File: src/rtl/multicycle_control.sv
// Control FSM for a multicycle MIPS-subset datapath (FETCH/DECODE/EXEC/MEM/WB).
// Define MC_HALT_ON_ILLEGAL_EN to trap unsupported instructions in HALT; otherwise they retire as NOPs.
module multicycle_control (
    input  logic       clk,
    input  logic       reset_n,
    input  logic [5:0] opcode,
    input  logic [5:0] funct,
    input  logic       zero,
    input  logic       mem_ready,
    output logic       mem_req,
    output logic       mem_we,
    output logic       iord,
    output logic       ir_write,
    output logic       pc_write,
    output logic       reg_write,
    output logic [1:0] pc_src,
    output logic [2:0] alu_op,
    output logic [1:0] alu_src_b,
    output logic [1:0] reg_dst,
    output logic       mem_to_reg,
    output logic       link,
    output logic [2:0] state,
    output logic       halted
);

    localparam logic [2:0] OP_ADD   = 3'd0;
    localparam logic [2:0] OP_SUB   = 3'd1;
    localparam logic [2:0] OP_AND   = 3'd2;
    localparam logic [2:0] OP_OR    = 3'd3;
    localparam logic [2:0] OP_NOR   = 3'd4;
    localparam logic [2:0] OP_SLT   = 3'd5;
    localparam logic [2:0] OP_SHIFT = 3'd6;

    localparam logic [5:0] OPC_RTYPE = 6'h00;
    localparam logic [5:0] OPC_J     = 6'h02;
    localparam logic [5:0] OPC_JAL   = 6'h03;
    localparam logic [5:0] OPC_BEQ   = 6'h04;
    localparam logic [5:0] OPC_BNE   = 6'h05;
    localparam logic [5:0] OPC_ADDI  = 6'h08;
    localparam logic [5:0] OPC_ANDI  = 6'h0C;
    localparam logic [5:0] OPC_ORI   = 6'h0D;
    localparam logic [5:0] OPC_LW    = 6'h23;
    localparam logic [5:0] OPC_SW    = 6'h2B;

    localparam logic [5:0] FN_SLL = 6'h00;
    localparam logic [5:0] FN_SRL = 6'h02;
    localparam logic [5:0] FN_JR  = 6'h08;
    localparam logic [5:0] FN_ADD = 6'h20;
    localparam logic [5:0] FN_SUB = 6'h22;
    localparam logic [5:0] FN_AND = 6'h24;
    localparam logic [5:0] FN_OR  = 6'h25;
    localparam logic [5:0] FN_NOR = 6'h27;
    localparam logic [5:0] FN_SLT = 6'h2A;

    typedef enum logic [2:0] {
        S_FETCH  = 3'd0,
        S_DECODE = 3'd1,
        S_EXEC   = 3'd2,
        S_MEM    = 3'd3,
        S_WB     = 3'd4,
        S_HALT   = 3'd5
    } state_t;

    state_t     state_q, state_d;
    logic [5:0] opc_q, opc_d;
    logic [5:0] fn_q, fn_d;

    logic       mem_req_s, mem_we_s, iord_s, ir_write_s, pc_write_s, reg_write_s;
    logic [1:0] pc_src_s, alu_src_b_s, reg_dst_s;
    logic [2:0] alu_op_s;
    logic       mem_to_reg_s, link_s, halted_s;

    function automatic logic is_legal(input logic [5:0] opc, input logic [5:0] fn);
        logic ok;
        ok = 1'b0;
        case (opc)
            OPC_RTYPE: begin
                case (fn)
                    FN_ADD, FN_SUB, FN_AND, FN_OR, FN_NOR,
                    FN_SLT, FN_SLL, FN_SRL, FN_JR: ok = 1'b1;
                    default:                       ok = 1'b0;
                endcase
            end
            OPC_ADDI, OPC_ANDI, OPC_ORI, OPC_LW, OPC_SW,
            OPC_BEQ, OPC_BNE, OPC_J, OPC_JAL: ok = 1'b1;
            default:                           ok = 1'b0;
        endcase
        return ok;
    endfunction

    function automatic logic [2:0] rtype_alu_op(input logic [5:0] fn);
        logic [2:0] op;
        case (fn)
            FN_ADD:         op = OP_ADD;
            FN_SUB:         op = OP_SUB;
            FN_AND:         op = OP_AND;
            FN_OR:          op = OP_OR;
            FN_NOR:         op = OP_NOR;
            FN_SLT:         op = OP_SLT;
            FN_SLL, FN_SRL: op = OP_SHIFT;
            default:        op = OP_ADD;
        endcase
        return op;
    endfunction

    // State and captured instruction fields
    always_ff @(posedge clk or negedge reset_n) begin
        if (!reset_n) begin
            state_q <= S_FETCH;
            opc_q   <= 6'd0;
            fn_q    <= 6'd0;
        end else begin
            state_q <= state_d;
            opc_q   <= opc_d;
            fn_q    <= fn_d;
        end
    end

    // Next-state and raw control decode
    always_comb begin
        state_d      = state_q;
        opc_d        = opc_q;
        fn_d         = fn_q;
        mem_req_s    = 1'b0;
        mem_we_s     = 1'b0;
        iord_s       = 1'b0;
        ir_write_s   = 1'b0;
        pc_write_s   = 1'b0;
        reg_write_s  = 1'b0;
        pc_src_s     = 2'd0;
        alu_op_s     = OP_ADD;
        alu_src_b_s  = 2'd0;
        reg_dst_s    = 2'd0;
        mem_to_reg_s = 1'b0;
        link_s       = 1'b0;
        halted_s     = 1'b0;
        case (state_q)
            S_FETCH: begin
                mem_req_s = 1'b1;
                if (mem_ready) begin
                    ir_write_s = 1'b1;
                    pc_write_s = 1'b1;
                    state_d    = S_DECODE;
                end else begin
                    state_d    = S_FETCH;
                end
            end
            S_DECODE: begin
                opc_d = opcode;
                fn_d  = funct;
                if (is_legal(opcode, funct)) begin
                    state_d = S_EXEC;
                end else begin
`ifdef MC_HALT_ON_ILLEGAL_EN
                    state_d = S_HALT;
`else
                    state_d = S_FETCH;
`endif
                end
            end
            S_EXEC: begin
                state_d = S_FETCH;
                case (opc_q)
                    OPC_RTYPE: begin
                        if (fn_q == FN_JR) begin
                            pc_write_s = 1'b1;
                            pc_src_s   = 2'd3;
                        end else begin
                            alu_op_s   = rtype_alu_op(fn_q);
                            state_d    = S_WB;
                        end
                    end
                    OPC_ADDI: begin
                        alu_src_b_s = 2'd1;
                        state_d     = S_WB;
                    end
                    OPC_ANDI: begin
                        alu_op_s    = OP_AND;
                        alu_src_b_s = 2'd2;
                        state_d     = S_WB;
                    end
                    OPC_ORI: begin
                        alu_op_s    = OP_OR;
                        alu_src_b_s = 2'd2;
                        state_d     = S_WB;
                    end
                    OPC_LW, OPC_SW: begin
                        alu_src_b_s = 2'd1;
                        state_d     = S_MEM;
                    end
                    OPC_BEQ, OPC_BNE: begin
                        alu_op_s   = OP_SUB;
                        pc_src_s   = 2'd1;
                        pc_write_s = (opc_q == OPC_BEQ) ? zero : ~zero;
                    end
                    OPC_J: begin
                        pc_write_s = 1'b1;
                        pc_src_s   = 2'd2;
                    end
                    OPC_JAL: begin
                        pc_write_s  = 1'b1;
                        pc_src_s    = 2'd2;
                        reg_write_s = 1'b1;
                        reg_dst_s   = 2'd2;
                        link_s      = 1'b1;
                    end
                    default: state_d = S_FETCH;
                endcase
            end
            S_MEM: begin
                mem_req_s = 1'b1;
                iord_s    = 1'b1;
                mem_we_s  = (opc_q == OPC_SW);
                if (mem_ready) begin
                    state_d = (opc_q == OPC_LW) ? S_WB : S_FETCH;
                end else begin
                    state_d = S_MEM;
                end
            end
            S_WB: begin
                reg_write_s  = 1'b1;
                reg_dst_s    = (opc_q == OPC_RTYPE) ? 2'd1 : 2'd0;
                mem_to_reg_s = (opc_q == OPC_LW);
                state_d      = S_FETCH;
            end
`ifdef MC_HALT_ON_ILLEGAL_EN
            S_HALT: begin
                halted_s = 1'b1;
                state_d  = S_HALT;
            end
`endif
            default: state_d = S_FETCH;
        endcase
    end

    // Reset masks every control output combinationally so a pending request drops at once
    always_comb begin
        if (!reset_n) begin
            {mem_req, mem_we, iord, ir_write, pc_write, reg_write} = 6'd0;
            {pc_src, alu_op, alu_src_b, reg_dst}                   = 9'd0;
            {mem_to_reg, link, halted}                             = 3'd0;
        end else begin
            {mem_req, mem_we, iord, ir_write, pc_write, reg_write} =
                {mem_req_s, mem_we_s, iord_s, ir_write_s, pc_write_s, reg_write_s};
            {pc_src, alu_op, alu_src_b, reg_dst} = {pc_src_s, alu_op_s, alu_src_b_s, reg_dst_s};
            {mem_to_reg, link, halted}           = {mem_to_reg_s, link_s, halted_s};
        end
    end

    assign state = state_q;

endmodule

File: config.mk
export PLATFORM = sky130hd
export DESIGN_NAME = multicycle_control
export DESIGN_NICKNAME = d
export VERILOG_FILES = /design/src/rtl/multicycle_control.sv
export SDC_FILE = /design/constraint.sdc
export NUM_CORES = 1
export LEC_CHECK = 0
export ABC_CLOCK_PERIOD_IN_PS = 2750
export BUFFER_PORTS_ARGS = -buffer_cell sky130_fd_sc_hd__buf_2
export CAP_MARGIN = 20
export CORE_UTILIZATION = 35
export CTS_CLUSTER_DIAMETER = 120
export DETAILED_ROUTE_END_ITERATION = 10
export SKIP_LAST_GASP = 1
export SYNTH_ARGS = -nofsm -noshare
export SYNTH_HDL_FRONTEND = slang
export SYNTH_SLANG_ARGS = --single-unit
File: constraint.sdc
create_clock -name clk -period 2.75 [get_ports clk]
set_input_delay 0.275 -clock clk [delete_from_list [all_inputs] [get_ports clk]]
set_output_delay 0.275 -clock clk [all_outputs]
set_load 0.01 [all_outputs]
; Word level (Yosys, flattened, before mapping)
; Cells that the tools add are included.
[op_classes]
n_eq_ne = 37
muxes = 47
n_bitwise = 1
reduce_logical = 15
[ops]
columns = operator, n
row1 = $eq 6x6->1 const B, 15
row2 = $eq 6x4->1 const B, 8
row3 = $eq 6x2->1 const B, 6
row4 = $eq 6x3->1 const B, 4
row5 = $logic_not 6->1, 4
row6 = $pmux 3 s4, 2
row7 = $mux 1, 22
row8 = $mux 3, 6
row9 = $pmux 3 s6, 1
row10 = $reduce_or 9->1, 2
row11 = $mux 2, 8
row12 = $reduce_or 2->1, 6
row13 = $pmux 3 s3, 1
row14 = $pmux 2 s2, 2
row15 = $eq 3x2->1 const B, 2
row16 = $pmux 1 s2, 3
row17 = $pmux 2 s3, 1
row18 = $reduce_or 3->1, 2
row19 = $eq 3x1->1 const B, 1
row20 = $eq 3x3->1 const B, 1
row21 = $logic_not 3->1, 1
row22 = $pmux 1 s3, 1
row23 = $not 1->1, 1
[totals]
register_bits = 15
output_inout_bits = 21
wordCells = 103

; Depth between registers and ports, before layout
[depth]
ltp_word = 7
ltp_mapped = 5
depth_no_buf = 4

; Worst setup path before layout
; Ideal clock, no wire load.
[synth_path]
path_kind = reg-to-output
startpoint = register state_q[0], in the netlist state[0]
endpoint = output pc_write
t_arrival_ns = 1.733
required_ns = 2.475
path_slack_ns = 0.742
path_stages_with_launch = 6
path_buffers = 1
path_cell_list = dfrtp_1 > buf_6 > nand4bb_4 > or2_4 > nor4_1 > or3_1
[synth_between]
elab_chain_len = 3
elab_cells_between_ends = 4
cone_classes = eq/ne (1) / mux (2) / reduce/logical (1)
[synth_rtl]
columns = element, line
row1 = from (decl), 64  ; state_t state_q, state_d;
row2 = from (signal assigned), 113  ; state_q <= state_d;
row3 = $eq 3x2->1 / $logic_not 3->1 (equally long branches), 137  ; case (state_q)
row4 = $pmux 1 s2 *, 137
row5 = $mux 1 *, 238  ; if (!reset_n) begin
row6 = to (decl), 14  ; output logic pc_write,
; Mark *: on every way between the ends. The rest lies on a longest branch, timed or not.

; Worst setup path after layout
[layout_path]
startpoint = register state_q[0], in the netlist state[0]
endpoint = output alu_op[2]
[layout_between]
elab_chain_len = 3
[layout_rtl]
columns = element, line
row1 = $eq 3x2->1, 137
row2 = $mux 3, 137
row3 = $mux 3, 238
row4 = to (decl), 17  ; output logic [2:0] alu_op,
; No other way between the ends.

==> metrics.md <==
| Metric | Value |
|---|---|
| Vias | `1139` |
| Synth async-reset ratio | `1.00` |
| RSZ-0062 raised after global routing | `no` |
| Pwr/cell area | `488 nW/µm²` |
| Die Height | `59.8 µm` |
| Largest stage delay, worst path | `a little over 0.5 ns` |
| Hold Path Class | `input port to async pin` |
| Bufs on Longest Clock Path | `2` |
| Vias in the first global route | `between 1000 and 1500` |
| CTS clk-pin slew, worst paths | `about 0.09 ns` |
| Core Region | `slightly above 3000 µm²` |
| Initial DRC Count | `86` |
| Leakage Power | `0.599 nW` |
| Gate count of the mapped netlist | `~130` |
| Synth Net Count | `144` |
| Seq/Total Area, Yosys | `0.321` |
| Sink Count | `15` |
| Fin nets | `179` |
| Top FF cell, synth | `dfrtp_1` |
| Post-route DRC | `0` |
| Clock Tree Root | `clkbuf_4` |
| CP max-delay cell | `dfrtp_1` |
| Violated checks | `negative hold slack` |
| Initial antenna violation count | `0` |
| H-tree level count | `1` |
| Placed inst area | `roughly 1400 µm²` |
| Reg2reg start | `opc_q[1]$_DFFE_PN0P_` |
| Status | `finished, violations left` |
| Crit path cell chain | `nand4bb_4, or2_4, or2_2, nor3_2, buf_2` |
| VDD IR max | `0.000259 V` |
| Antenna Nets Post-Route | `0` |
| Critical path class | `flop to output port` |
| Tmin final | `2.33 ns` |
| CP Capture Type | `output port` |
| Die ar. | `3570 µm²` |
| Fin. max-slew vios | `0` |
| Synth Register Bits | `15` |
| HPWL Detailed | `2330 µm` |
| Overall Global Routing Usage | `0.184` |
| Met1 Use GR | `0.253` |
| Total power | `0.673 mW` |
| Critical path data required time | `2.48 ns` |
| Met3 usage | `0.0346` |
| Via-per-instance ratio | `~5.5` |
| TritonCTS clock tree | `built` |
| Setup bufs post-CTS | `0` |
| Share of layout cells above drive strength 1 | `0.370` |
| Final period util | `0.849` |
| Commonest cells in the netlist | `dfrtp_1 (15), mux2_2 (9), nand2_1 (8), nor2_1 (8)` |
| Final Instance Area | `1380 µm²` |
| Largest net degree at the start of global routing | `19` |
| Crit-path max FO | `11` |
| Worst R2R End | `state[0]$_DFF_PN0_` |
| # diodes | `0` |
| Initial Util | `0.377` |
| Core Util, Final | `0.444` |
| Setup slack at placement | `~0.73 ns` |
| Placement Rows | `20` |
| Most frequent cell after synthesis | `dfrtp_1` |
| Fillers | `329` |
| Worst Setup Start Kind | `flop` |
| Setup Skew | `0.00917 ns` |
| Total gr overflow | `0` |
| Syn. warnings | `0` |
| Yosys top cell by area | `dfrtp_1` |
| Arr. time, crit path | `about 2.1 ns` |
| Fmax | `428 MHz` |
| I/O pins | `37` |
| Avg WL per Cell | `14.4 µm` |
| Synth Cell Area | `1170 µm²` |
| DRT Pass-1 Iters | `4` |
| Most Crowded Layer GR | `met2` |
| Setup WS post-layout | `0.415 ns` |
| TritonCTS Buffers | `3` |
| Fin cells | `206` |
| Share of the synthesized area in the top cell type | `0.321` |
| Synth area leaders | `dfrtp_1 (32%), mux2_2 (8.7%), nor3b_1 (3.2%), nor4_1 (3.2%), nand2b_1 (2.7%)` |
| P&R area growth vs syn | `18.0%` |
| GP Congestion | `0.847` |
| Routed Wire Length | `a little under 3000 µm` |
| Fin Hold WS | `-0.0110 ns` |
| Chip width | `59.8 µm` |
| Yosys cell types | `47` |
| Flop2flop setup slack | `1.19 ns` |
| Cts hold-fix bufs | `0` |
| Grt met2 use | `0.297` |
| Syn Area/Cell | `9.13 µm²` |
| Global-route wire length before repair | `between 4000 and 5000 µm` |
| EDFF count, synth | `0` |
| Final Hold Viols | `7` |
| CTS resizes | `0` |
| Number of buffers added on ports | `35` |
| Cell depth of the worst flop-to-flop path | `4` |
| Post-route setup TNS | `0 ns` |
| Clock Latency Late Sink | `0.28 ns` |
| Inst Count DP | `approximately 200` |
| MaxCap Viol Count | `0` |
| Final setup viols | `0` |
## how the worst max path moves through the flow
| stage | end | cells after the start | slack (ns) | startpoint |
|---|---|---|---|---|
| after floorplan | pc_write | 5 | 0.74 | state[0]$_DFF_PN0_ |
| after global placement | alu_op[2] | 5 | 0.77 | state[0]$_DFF_PN0_ |
| after detailed placement | alu_op[2] | 5 | 0.73 | state[0]$_DFF_PN0_ |
| after CTS | alu_op[2] | 5 | 0.40 | state[0]$_DFF_PN0_ |
| after global routing | alu_op[1] | 5 | 0.35 | state[0]$_DFF_PN0_ |
| final | alu_op[2] | 5 | 0.42 | state[0]$_DFF_PN0_ |
## sequential cells by signal (all words and copies together), names as in the netlist
| register | flops |
|---|---|
| opc_q | 6 |
| state | 3 |
| fn_q | 6 |
## layout make-up
class | count | area [µm²] | area share
Multi-Input combinational cell | 101 | 713 | 0.517
Timing Repair Buffer | 37 | 190 | 0.138
Sequential cell | 15 | 375 | 0.272
Clock buffer | 4 | 26.3 | 0.0191
Inverter | 5 | 18.8 | 0.0136
Tap cell | 44 | 55.1 | 0.0399
## power breakdown
group          leakage, nW  total [mW]  switching [mW]  internal [mW]
registers            0.182       0.349          0.0878          0.261
clock network       0.0150       0.127          0.0706         0.0562
logic                0.402       0.197          0.0977         0.0997
## critical path, delay by kind of cell, from the launching register on
kind | cells | cell delay (ns)
buffers and inverters | 1 | 0.15
and+or+nand+nor | 4 | 1.12
DFF | 1 | 0.51
## layer usage
layer | vias to the layer above | share of wire | wire length [µm]
met1 | 541 | 0.44 | 1310
met2 | 47 | 0.48 | 1410
met4 | 0 | 0.011 | 34
met3 | 4 | 0.068 | 202
li1 | 547 | - | -
met5 | - | 0 | 0
## cells in the final DEF (no fill, tap or decap), drive strengths merged, types with 2 or more instances in the layout
master  count
nand2b      5
and3        2
nor2b       3
or3         2
a21oi       5
or2         3
nand4b      2
nor4        6
buf        37
clkbuf      4
dfrtp      15
nor3        7
inv         5
nand2       9
nor3b       6
mux2        9
or4         3
o21ai       6
nor2        8
nand3       5
## cells by family after synthesis
kind of cell	share of synthesized area
other	0.00321
xor gates and xnor gates	0.0150
buffers and inverters	0.0685
muxes	0.0953
DFF	0.321
AOI/OAI and AO/OA	0.131
and+or+nand+nor	0.366
No activity file was read; power rests on OpenSTA's default activity.
